$ cat config.mk
export PLATFORM = sky130hd
export DESIGN_NAME = pcode_dispatcher
export DESIGN_NICKNAME = d
export VERILOG_FILES = /design/src/rtl/pcode_dispatcher.sv
export SDC_FILE = /design/constraint.sdc
export NUM_CORES = 1
export LEC_CHECK = 0
export CELL_PAD_IN_SITES_DETAIL_PLACEMENT = 1
export CELL_PAD_IN_SITES_GLOBAL_PLACEMENT = 1
export CORE_ASPECT_RATIO = 0.8
export CORE_MARGIN = 1
export CORE_UTILIZATION = 41
export CTS_CLUSTER_DIAMETER = 50
export CTS_CLUSTER_SIZE = 40
export DETAILED_ROUTE_END_ITERATION = 16
export HOLD_SLACK_MARGIN = 0.05
export PLACE_DENSITY = 0.87
export SLEW_MARGIN = 20
export SYNTH_ARGS = -nofsm -noshare
export SYNTH_HDL_FRONTEND = slang
export SYNTH_SLANG_ARGS = --single-unit
export TNS_END_PERCENT = 20
$ cat constraint.sdc
create_clock -name clk -period 2.8 [get_ports clk]
set_input_delay 0.56 -clock clk [delete_from_list [all_inputs] [get_ports clk]]
set_output_delay 0.56 -clock clk [all_outputs]
set_load 0.005 [all_outputs]
$ cat src/rtl/pcode_dispatcher.sv
// rtl/pcode_dispatcher.sv - turns an encoded priority winner into a held grant with ack/timeout release
// Upstream request clearing is driven by clr; svc_count counts ack-completed services.
module pcode_dispatcher #(
  parameter int TIMEOUT = 15,
  parameter int CNT_W   = 4
) (
  input  logic       clk,
  input  logic       rst_n,
  input  logic [2:0] pcode,
  input  logic       ack,
  output logic [3:0] grant,
  output logic [1:0] chan,
  output logic       busy,
  output logic [3:0] clr,
  output logic       done,
  output logic       tmo,
  output logic       err,
  output logic [7:0] svc_count
);

  typedef enum logic [1:0] {IDLE, GRANT, RELEASE} state_t;

  localparam logic [CNT_W-1:0] WAIT_MAX = CNT_W'(TIMEOUT - 1);

  state_t           state_q, state_d;
  logic [3:0]       grant_q, grant_d;
  logic [1:0]       chan_q, chan_d;
  logic [3:0]       clr_q, clr_d;
  logic             done_q, done_d;
  logic             tmo_q, tmo_d;
  logic             err_q, err_d;
  logic [7:0]       svc_q, svc_d;
  logic [CNT_W-1:0] cnt_q, cnt_d;
  logic [1:0]       req_idx;

  // pcode 1..4 maps to channel 0..3; the 2-bit wrap handles pcode 4 -> 3
  assign req_idx = pcode[1:0] - 2'd1;

  always_comb begin
    state_d = state_q;
    grant_d = grant_q;
    chan_d  = chan_q;
    cnt_d   = cnt_q;
    svc_d   = svc_q;
    clr_d   = 4'b0000;
    done_d  = 1'b0;
    tmo_d   = 1'b0;
    err_d   = 1'b0;
    case (state_q)
      IDLE: begin
        if (pcode >= 3'd1 && pcode <= 3'd4) begin
          state_d = GRANT;
          grant_d = 4'b0001 << req_idx;
          chan_d  = req_idx;
          cnt_d   = '0;
        end else if (pcode >= 3'd5) begin
          err_d = 1'b1;
        end
      end
      GRANT: begin
        // ack takes precedence over a timeout landing on the same edge
        if (ack) begin
          state_d = RELEASE;
          grant_d = 4'b0000;
          clr_d   = 4'b0001 << chan_q;
          done_d  = 1'b1;
          svc_d   = svc_q + 8'd1;
        end else if (cnt_q == WAIT_MAX) begin
          state_d = RELEASE;
          grant_d = 4'b0000;
          clr_d   = 4'b0001 << chan_q;
          tmo_d   = 1'b1;
        end else begin
          cnt_d = cnt_q + 1'b1;
        end
      end
      RELEASE: state_d = IDLE;
      default: state_d = IDLE;
    endcase
  end

  always_ff @(posedge clk or negedge rst_n) begin
    if (!rst_n) begin
      state_q <= IDLE;
      grant_q <= 4'b0000;
      chan_q  <= 2'd0;
      cnt_q   <= '0;
      svc_q   <= 8'd0;
      clr_q   <= 4'b0000;
      done_q  <= 1'b0;
      tmo_q   <= 1'b0;
      err_q   <= 1'b0;
    end else begin
      state_q <= state_d;
      grant_q <= grant_d;
      chan_q  <= chan_d;
      cnt_q   <= cnt_d;
      svc_q   <= svc_d;
      clr_q   <= clr_d;
      done_q  <= done_d;
      tmo_q   <= tmo_d;
      err_q   <= err_d;
    end
  end

  assign grant     = grant_q;
  assign chan      = chan_q;
  assign busy      = (state_q != IDLE);
  assign clr       = clr_q;
  assign done      = done_q;
  assign tmo       = tmo_q;
  assign err       = err_q;
  assign svc_count = svc_q;

endmodule

==> run_results.csv, run 1 <==
group,metric,value,unit
status,status,"completed",
cts,cts_setup_buffers,0,
drt,routed_wl,2730,µm
finish,final_nets,156,
worst_setup_path,crit_chain,"clkdlybuf4s50_1 -> inv_1 -> ha_1 -> or4_1 -> a32oi_2 -> mux2_2",
finish,final_cells,179,
synth,syn_nets,125,
die,start_util,44.4,%
cts,clockRootBuffer,"clkbuf_8",
drt,drtIter0Drc,30,
place,port_buffers,27,
finish,diodes,0,
cts,htreeDepth,1,
finish,final_util,57.0,%
min_path,hold_path.class,"flop to flop",
worst_setup_path,crit_buf_inv,2,
timing,setup_viol,0,
die,core-area,2850,µm²
pwr,p_per_area,874,nW/µm²
drt,final_antenna_net_count,0,
worst_setup_path,slowest_stage,"or4_1",
cts,cts-hold-fix-buffers,0,
worst_setup_path,worst-path-max-fanout,6,
global_routing,grt_pass1_wl,4690,µm
drt,firstDrtPassIters,4,
worst_setup_path,arrival,2.67,ns
timing,finalMaxSlewViolations,0,
cts,cts_buffers,3,
worst_setup_path,setup.worst_path.end_class,"flop",
cts,ctsResizeCount,0,
worst_setup_path,worst_r2r_path_depth,3,
timing,fmax,408,MHz
timing,fin_crit,2.45,ns
drt,wl_per_cell,15.3,µm
place,routabilityCongestion,0.798,
global_routing,grt_pass1_vias,979,
global_routing,grt.total_usage,19.1,%
global_routing,antenna_found_initial,0,
synth,yosysUniqueCellTypes,31,
synth,synthesis.instances,111,
worst_setup_path,crit_type,"primary input to flop",
finish,register_area,676,µm²
synth,yosys.area.top_type_share,53.4,%
min_path,whs_path_depth,1,
timing,hold_viol_final,0,
synth,yosysWarnings,0,
synth,synth_largest_area_cell,"dfrtp_1",
finish,fillCellCount,315,
cts,clkTransAtPathRegs,0.10,ns
die,dieHeight,51.7,µm
global_routing,grt_max_degree,28,
pwr,leakage,0.752,nW
drt,vias,952,
die,io-pin-count,28,
worst_setup_path,critPathRequiredTime,3.01,ns
synth,synth-seq-cells,27,
synth,synthTopCellsByArea,"dfrtp_1, ha_1, nand3_1",
cts,tritoncts,"built",
timing,fin_ws,0.347,ns
cts,cts_sinks,27,
cts,worstSkewPairLatency,0.27,ns
worst_setup_path,critPathTopFamily,"buffers and inverters",
pwr,vdd_drop_max,396,µV
finish,multi_input_area,544,µm²
synth,syn_area,1270,µm²
cts,cts.path.max_buffers,2,
worst_setup_path,path_depth,6,
place,hpwl,2050,µm
flow_run,max_cap_viol_count,0,
timing,skew,0.00508,ns
timing,finalSetupTns,0,ns
worst_setup_path,max_stage_delay,0.63,ns
die,die_area,3320,µm²
die,row_count,17,
timing,grt_setup_unrepaired,"no",
finish,areaGrowthSynthToFinish,28.3,%
drt,vias_per_cell,5.32,
finish,drive_gt1_share,8.51,%
timing,relSlewSlack,65.4,%
timing,min_period_over_period,87.6,%
worst_setup_path,start_kind,"primary input",
global_routing,grt_overflow_total,0,
place,dp_slack,0.0596,ns
synth,ys_seq_area_share,53.4,%
timing,worst_pin_slew,0.517,ns
drt,drc_errors,0,
place,post-place-cells,175,
synth,synth_area_per_cell,11.4,µm²
die,die_x,64.1,µm
Yosys cell counts:
cell type and n:
nor2_1 3, dfrtp_1 27, a32oi_2 1, inv_1 7, nand3b_1 1, nor4_1 1
buf_2 1, nand4_1 3, nand2b_1 2, nor3b_2 1, o211ai_1 4, mux2_2 2
xor2_1 5, mux2_4 1, or4_1 1, nor3_1 8, and3b_1 1, mux2i_1 1
and3_4 1, xnor2_1 3, o21ai_1 1, buf_6 1, a221o_1 1, nor2b_1 2
nand2_1 8, o2bb2ai_1 1, inv_2 1, a22o_1 1, and3_1 3, ha_1 8
nand3_1 10
final cells by class:
cell class | count | share of cell area, %
clock inverter | 1 | 0.462
inverter | 8 | 1.85
tap | 38 | 2.93
timing repair buffer | 28 | 17.1
clock buffer | 3 | 2.54
sequential | 27 | 41.6
multi-input combinational | 74 | 33.5
cells in the final DEF, fill, tap and decap left out, types with 4 or more instances in the layout:
| cell type | instances |
|---|---|
| nand3_1 | 10 |
| o211ai_1 | 4 |
| dfrtp_1 | 27 |
| ha_1 | 8 |
| xor2_1 | 5 |
| clkdlybuf4s50_1 | 27 |
| inv_1 | 7 |
| nand2_1 | 8 |
| nor3_1 | 8 |
metrics by stage:
step | instance area [µm²] | power, mW | hold WS [ns]
after floorplan | 1270 | 0.899 | 0.264
after global placement | 1580 | 1.17 | 0.457
after detailed placement | 1580 | 1.20 | 0.481
after CTS | 1620 | 1.43 | 0.495
after global routing | 1620 | 1.53 | 0.517
final | 1620 | 1.42 | 0.487
routing by layer:
metal / vias up / share of wire [%] / track usage (%)
met2: 26 / 49 / 32.3
met4: 0 / 2.2 / 6.30
met1: 469 / 44 / 23.3
met3: 8 / 4.7 / 6.36
li1: 449 / - / -
met5: - / 0 / 0
power by group:
group | leakage [nW] | total, mW | internal (mW) | switching [mW]
registers | 0.355 | 0.631 | 0.509 | 0.122
logic | 0.376 | 0.565 | 0.317 | 0.248
clock network | 0.0217 | 0.224 | 0.101 | 0.123
total | 0.752 | 1.42 | 0.927 | 0.493
cell families (layout without fill, tap and decap cells):
family / count (synthesis) / count (layout) / synth area share, %
muxes: 4 / 4 / 3.75
adders and majority gates: 8 / 8 / 7.91
and+or+nand+nor: 45 / 45 / 19.6
buffers and inverters: 10 / 40 / 3.66
AOI/OAI and AO/OA: 9 / 9 / 6.23
xor gates and xnor gates: 8 / 8 / 5.53
DFF: 27 / 27 / 53.4
registers in the layout, summed over array words and instances, names as in the netlist:
register	flops
svc_count	8
clr	4
cnt_q	4
grant	4
chan	2
state_q	2
done	1
err	1
tmo	1
worst paths after layout:
kind | from | endpoint | slack, ns
max in group asynchronous | rst_n | state_q[0]$_DFFE_PN0P_ | 1.89
setup / recovery | pcode[1] | cnt_q[0]$_DFFE_PN0P_ | 0.35
hold reg to reg | svc_count[7]$_DFFE_PN0P_ | svc_count[7]$_DFFE_PN0P_ | 0.49
setup reg to reg | state_q[1]$_DFFE_PN0P_ | cnt_q[2]$_DFFE_PN0P_ | 1.12
hold / removal | svc_count[7]$_DFFE_PN0P_ | svc_count[7]$_DFFE_PN0P_ | 0.49
min in group asynchronous | rst_n | svc_count[5]$_DFFE_PN0P_ | 0.65
Power figures use the tool's default switching activity.
==> run 2, diff against run 1 <==
--- a/config.mk
+++ b/config.mk
@@ -5,16 +5,15 @@
 export SDC_FILE = /design/constraint.sdc
 export NUM_CORES = 1
 export LEC_CHECK = 0
-export CELL_PAD_IN_SITES_DETAIL_PLACEMENT = 1
-export CELL_PAD_IN_SITES_GLOBAL_PLACEMENT = 1
+export ABC_AREA = 1
 export CORE_ASPECT_RATIO = 0.8
 export CORE_MARGIN = 1
-export CORE_UTILIZATION = 41
+export CORE_UTILIZATION = 45
 export CTS_CLUSTER_DIAMETER = 50
 export CTS_CLUSTER_SIZE = 40
 export DETAILED_ROUTE_END_ITERATION = 16
 export HOLD_SLACK_MARGIN = 0.05
-export PLACE_DENSITY = 0.87
+export PLACE_DENSITY = 0.77
 export SLEW_MARGIN = 20
 export SYNTH_ARGS = -nofsm -noshare
 export SYNTH_HDL_FRONTEND = slang
==> run 2 against run 1 <==
Effect of this change: clock power decreased by 24%; synthesized cell count increased by 32%; clock-buffer cell count increased by 1; cell count increased by 21%; critical path depth increased by 4; hold slack about the same; sequential power decreased by 4.1%; critical endpoint is now grant[0]$_DFFE_PN0P_; core utilization increased by 2.7 points.
==> run_results.csv, run 2 <==
group,metric,value,unit
finish,areaGrowthSynthToFinish,26.0,%
timing,hold_viol_final,0,
worst_setup_path,setup.worst_path.end_class,"flop",
die,row_count,17,
finish,final_area,1650,µm²
cts,cts_sinks,27,
synth,yosysWarnings,0,
worst_setup_path,slowest_stage,"clkdlybuf4s50_1",
drt,drc_errors,0,
synth,ys.flop_type,"dfrtp_1",
min_path,hold_path.class,"flop to flop",
synth,yosysUniqueCellTypes,21,
finish,largest_reg_flops,8,
synth,syn_area,1310,µm²
timing,min_period_over_period,72.0,%
cts,clkTransAtPathRegs,0.14,ns
place,port_buffers,27,
synth,async_flop_share,100,%
synth,ys_seq_area_share,51.6,%
worst_setup_path,critPathTopFamily,"simple AND/OR/NAND/NOR gates",
die,die_area,3130,µm²
finish,diodes,0,
drt,firstDrtPassIters,4,
worst_setup_path,arrival,2.29,ns
global_routing,grt_overflow_total,0,
timing,finalSetupTns,0,ns
cts,tritoncts,"built",
die,core-area,2770,µm²
drt,final_antenna_net_count,0,
die,die_x,62.3,µm
timing,worst_pin_slew,0.378,ns
drt,routed_wl,2400,µm
synth,synth_edf_count,0,
global_routing,grt.total_usage,17.6,%
synth,syn_nets,161,
synth,yosys.area.top_type_share,51.6,%
global_routing,grt_pass1_wl,4330,µm
drt,wl_per_cell,11.1,µm
timing,skew,0.00596,ns
cts,clockRootBuffer,"clkbuf_4",
cts,cts-hold-fix-buffers,0,
global_routing,grt_pass1_vias,1023,
drt,vias,1047,
worst_setup_path,crit_chain,"clkdlybuf4s50_1 -> inv_1 -> ha_1 -> nor2_1 -> nor2_1 -> nand2_1 -> nand2_1 -> nand2_1 -> nand2_1 -> nand2_1",
worst_setup_path,worst-path-max-fanout,11,
finish,layout_commonest_cell,"nand2_1",
synth,synth_most_common_cell,"nand2_1",
global_routing,antenna_found_initial,0,
global_routing,grt_max_degree,28,
finish,drive_gt1_share,6.74,%
cts,cts.path.max_buffers,2,
worst_setup_path,crit_type,"primary input to flop",
status,status,"completed",
drt,wl_met3,139,µm
pwr,p_per_area,795,nW/µm²
timing,finalMaxSlewViolations,0,
timing,fin_crit,2.01,ns
worst_setup_path,critPathRequiredTime,3.07,ns
synth,synthesis.instances,147,
die,dieHeight,50.3,µm
cts,cts_setup_buffers,0,
die,start_util,47.4,%
worst_setup_path,crit_buf_inv,2,
drt,routedLengthMet1,1070,µm
worst_setup_path,start_kind,"primary input",
worst_setup_path,max_stage_delay,0.56,ns
flow_run,max_cap_viol_count,0,
timing,setup_viol,0,
cts,worstSkewPairLatency,0.33,ns
timing,grt_setup_unrepaired,"no",
synth,synth_largest_area_cell,"dfrtp_1",
drt,vias_per_cell,4.85,
place,place_area,1620,µm²
drt,routed.top_layer,"met4",
synth,synth-seq-cells,27,
cts,ctsResizeCount,0,
finish,layout_common_cells,"nand2_1, dfrtp_1, clkdlybuf4s50_1",
drt,drtIter0Drc,25,
drt,dr_wl_met2,1180,µm
pwr,total_power,1.31,mW
pwr,leakage,0.851,nW
cts,cts_buffers,3,
pwr,vdd_drop_max,398,µV
worst_setup_path,cp_common_cell,"nand2_1",
synth,yosys-top-cells-count,"nand2_1, dfrtp_1, inv_1",
synth,synthTopCellsByArea,"dfrtp_1, nand2_1, ha_1",
timing,fmax,496,MHz
place,hpwl,1800,µm
timing,relSlewSlack,74.8,%
place,routabilityCongestion,0.778,
finish,final_nets,193,
cts,htreeDepth,1,
die,io-pin-count,28,
synth,synth_area_per_cell,8.91,µm²
## run 2: worst paths after layout
kind / slack, ns / cells past startpoint / endpoint / from
max: 0.79 / 10 / grant[0]$_DFFE_PN0P_ / pcode[0]
min: 0.49 / 2 / grant[3]$_DFFE_PN0P_ / grant[3]$_DFFE_PN0P_
max reg2reg: 1.42 / 8 / grant[0]$_DFFE_PN0P_ / state_q[1]$_DFFE_PN0P_
min reg2reg: 0.49 / 2 / grant[3]$_DFFE_PN0P_ / grant[3]$_DFFE_PN0P_
max in group asynchronous: 1.96 / 2 / grant[3]$_DFFE_PN0P_ / rst_n
min in group asynchronous: 0.58 / 2 / svc_count[2]$_DFFE_PN0P_ / rst_n
## run 2: cell families (layout without fill, tap and decap cells)
kind of cell / count (synthesis) / count (layout) / synth area share (%)
AOI/OAI and AO/OA: 7 / 7 / 2.86
xor gates and xnor gates: 6 / 6 / 4.01
adders and majority gates: 8 / 8 / 7.64
buffers and inverters: 23 / 54 / 7.55
DFF: 27 / 27 / 51.6
and+or+nand+nor: 76 / 76 / 26.4
## run 2: worst min-delay path: stages (launching register included)
cell and delay [ns]:
dfrtp_1 0.37, nand2_1 0.05, nand2_1 0.04
## run 2: cell type report
cell class | count | area, µm²
multi-input cells | 97 | 536
repair buffers | 28 | 278
fillers | 253 | 1110
inverters | 22 | 87.6
well taps | 38 | 47.5
flip-flops and latches | 27 | 676
clock buffers | 4 | 26.3
## run 2: layer usage
metal,vias up,GRT usage (%)
met1,494,20.6
met5,-,0
met2,29,32.8
li1,522,-
met3,2,4.77
met4,0,3.10
## run 2: report_power, final
part / internal, mW / leakage [nW] / switching, mW
Combinational: 0.271 / 0.478 / 0.266
Clock: 0.0559 / 0.0150 / 0.114
Sequential: 0.499 / 0.358 / 0.106
Total: 0.826 / 0.851 / 0.486
## run 2: metrics by stage
step	hold WS, ns	setup slack, ns	util (%)	instances
after CTS	0.491	0.798	59.7	216
after global placement	0.462	0.534	58.7	212
after global routing	0.539	0.613	59.7	216
after floorplan	0.264	1.37	-	147
after detailed placement	0.459	0.455	58.7	212
final	0.487	0.785	59.7	216
==> run 3, diff against run 2 <==
--- a/config.mk
+++ b/config.mk
@@ -13,7 +13,7 @@
 export CTS_CLUSTER_SIZE = 40
 export DETAILED_ROUTE_END_ITERATION = 16
 export HOLD_SLACK_MARGIN = 0.05
-export PLACE_DENSITY = 0.77
+export PLACE_DENSITY = 0.8
 export SLEW_MARGIN = 20
 export SYNTH_ARGS = -nofsm -noshare
 export SYNTH_HDL_FRONTEND = slang
==> constraint.sdc (replaced) <==
create_clock -name clk -period 1.8 [get_ports clk]
set_input_delay 0.36 -clock clk [delete_from_list [all_inputs] [get_ports clk]]
set_output_delay 0.36 -clock clk [all_outputs]
set_load 0.005 [all_outputs]
==> run 3 against run 2 <==
Effect of this change: core utilization is 2.1 points higher; design area rose by 3.6%; global-route usage fell by 0.58 points; sequential share of layout area fell by 1.4 points; clock skew is 0.00061 ns lower; flip-flop and latch count unchanged; sequential power up 56%; via count increased by 1.4%; critical path depth fell by 9; worst setup slack worse by 0.70 ns; combinational power increased by 59%; clock-buffer cell count is 1 lower; critical endpoint is now svc_count[0]; highest routed layer unchanged.
==> run_results.csv, run 3 (synthesized netlist as in run 2, its figures left out) <==
group,metric,value,unit
finish,multi_input_area,536,µm²
timing,timing.hold.ws,0.373,ns
timing,skew,0.00535,ns
finish,final_nets,200,
drt,wl_per_cell,10.7,µm
die,die_x,62.3,µm
drt,wl_met3,103,µm
drt,vias_per_cell,4.76,
finish,register_area,676,µm²
drt,vias,1062,
finish,drive_gt1_share,10.8,%
pwr,power_frac_clock,13.1,%
timing,relSlewSlack,77.7,%
min_path,hold_path.class,"primary input to asynchronous set/reset pin",
timing,hold_viol_final,0,
worst_setup_path,crit_buf_inv,1,
global_routing,grt.total_usage,17.0,%
cts,htreeDepth,1,
pwr,switching_share,36.9,%
cts,cts_sinks,27,
pwr,leakage,0.893,nW
global_routing,grt_pass1_vias,956,
worst_setup_path,cp-startpoint,"svc_count[0]$_DFFE_PN0P_",
place,dp_slack,-0.0977,ns
worst_setup_path,crit_chain,"clkdlybuf4s50_1",
worst_setup_path,slowest_stage,"clkdlybuf4s50_1",
drt,drtIter0Drc,36,
global_routing,grt_overflow_total,0,
timing,worst_pin_slew,0.334,ns
pwr,p_int,1.31,mW
finish,areaGrowthSynthToFinish,30.5,%
worst_setup_path,start_kind,"flop",
die,die_area,3130,µm²
timing,fin_crit,1.71,ns
worst_setup_path,critPathRequiredTime,1.44,ns
pwr,p_switching,0.764,mW
finish,final_cells,223,
die,io-pin-count,28,
timing,finalMaxSlewViolations,0,
flow_run,max_cap_viol_count,0,
die,dieHeight,50.3,µm
global_routing,grt_max_degree,28,
pwr,power_frac_comb,41.3,%
pwr,vdd_drop_max,795,µV
finish,diodes,0,
finish,final_util,61.8,%
finish,largest_reg_flops,8,
timing,fin_ws,0.0858,ns
global_routing,antenna_found_initial,0,
global_routing,grt_pass1_wl,4130,µm
worst_setup_path,setup.worst_path.end_class,"output pin",
cts,clkTransAtPathRegs,0.15,ns
cts,cts.path.max_buffers,2,
worst_setup_path,arrival,1.35,ns
timing,fmax,583,MHz
worst_setup_path,max_stage_delay,0.54,ns
worst_setup_path,worst-path-max-fanout,6,
worst_setup_path,critPathTopFamily,"buffers and inverters",
die,start_util,47.4,%
timing,grt_setup_unrepaired,"no",
place,post-place-cells,219,
pwr,seqPwrFrac,45.6,%
finish,layout_common_cells,"nand2_1, dfrtp_1, clkdlybuf4s50_1",
finish,layout_commonest_cell,"nand2_1",
cts,clockRootBuffer,"clkbuf_4",
drt,routed.top_layer,"met4",
place,hpwl,1870,µm
status,status,"completed",
timing,setup_viol,0,
cts,cts_setup_buffers,0,
timing,min_period_over_period,95.2,%
cts,tritoncts,"built",
drt,drc_errors,0,
die,row_count,17,
drt,routed_wl,2380,µm
cts,worstSkewPairLatency,0.33,ns
drt,routedLengthMet1,1020,µm
finish,fillCellCount,246,
place,port_buffers,27,
place,routabilityCongestion,0.785,
worst_setup_path,r2r-start,"cnt_q[0]$_DFFE_PN0P_",
drt,firstDrtPassIters,4,
worst_setup_path,crit_type,"flop to output pin",
drt,final_antenna_net_count,0,
cts,cts_buffers,3,
drt,dr_wl_met2,1200,µm
pwr,p_per_area,1210,nW/µm²
die,core-area,2770,µm²
-- run 3: layer usage --
metal / global-route usage (%) / vias to the layer above
met5: 0 / -
met4: 6.20 / 0
met3: 4.55 / 6
met2: 31.0 / 27
met1: 19.4 / 495
li1: - / 534
-- run 3: path summary, 6_finish.rpt --
path                                       endpoint  slack, ns  cells past startpoint
min in group clk               grant[3]$_DFFE_PN0P_       0.49                      2
max                                    svc_count[0]       0.09                      1
min reg2reg                    grant[3]$_DFFE_PN0P_       0.49                      2
max reg2reg                    grant[0]$_DFFE_PN0P_       0.46                      7
max in group asynchronous      grant[3]$_DFFE_PN0P_       1.17                      2
min                        svc_count[4]$_DFFE_PN0P_       0.37                      2
-- run 3: what timing repair did --
action                                  in CTS  in global routing
gates resized for setup                      0                  1
hold buffers                                 0                  0
endpoints found under the setup margin       0                  1
hold endpoints to repair                     0                  0
-- run 3: final cells by class --
cell class / instances / share of cell area, %
sequential: 27 / 39.5
clock inverter: 1 / 0.439
multi-input combinational: 97 / 31.3
timing repair buffer: 35 / 19.5
tap: 38 / 2.78
clock buffer: 3 / 1.32
inverter: 22 / 5.12
-- run 3: power by group through the flow --
stage / Sequential [mW] / Clock [mW] / Combinational, mW
final: 0.943 / 0.271 / 0.856
after global routing: 0.972 / 0.306 / 0.962
after CTS: 0.945 / 0.282 / 0.873
after detailed placement: 0.956 / 0 / 0.869
after floorplan: 0.939 / 0 / 0.440
after global placement: 0.942 / 0 / 0.841
-- run 3: per-stage QoR --
stage          instance area [µm²]  power [mW]  TNS [ns]
2_1_floorplan                 1310        1.38         0
3_3_place_gp                  1680        1.78   -0.0149
3_5_place_dp                  1680        1.82    -0.617
4_1_cts                       1710        2.10         0
5_1_grt                       1710        2.24         0
6_report                      1710        2.07         0
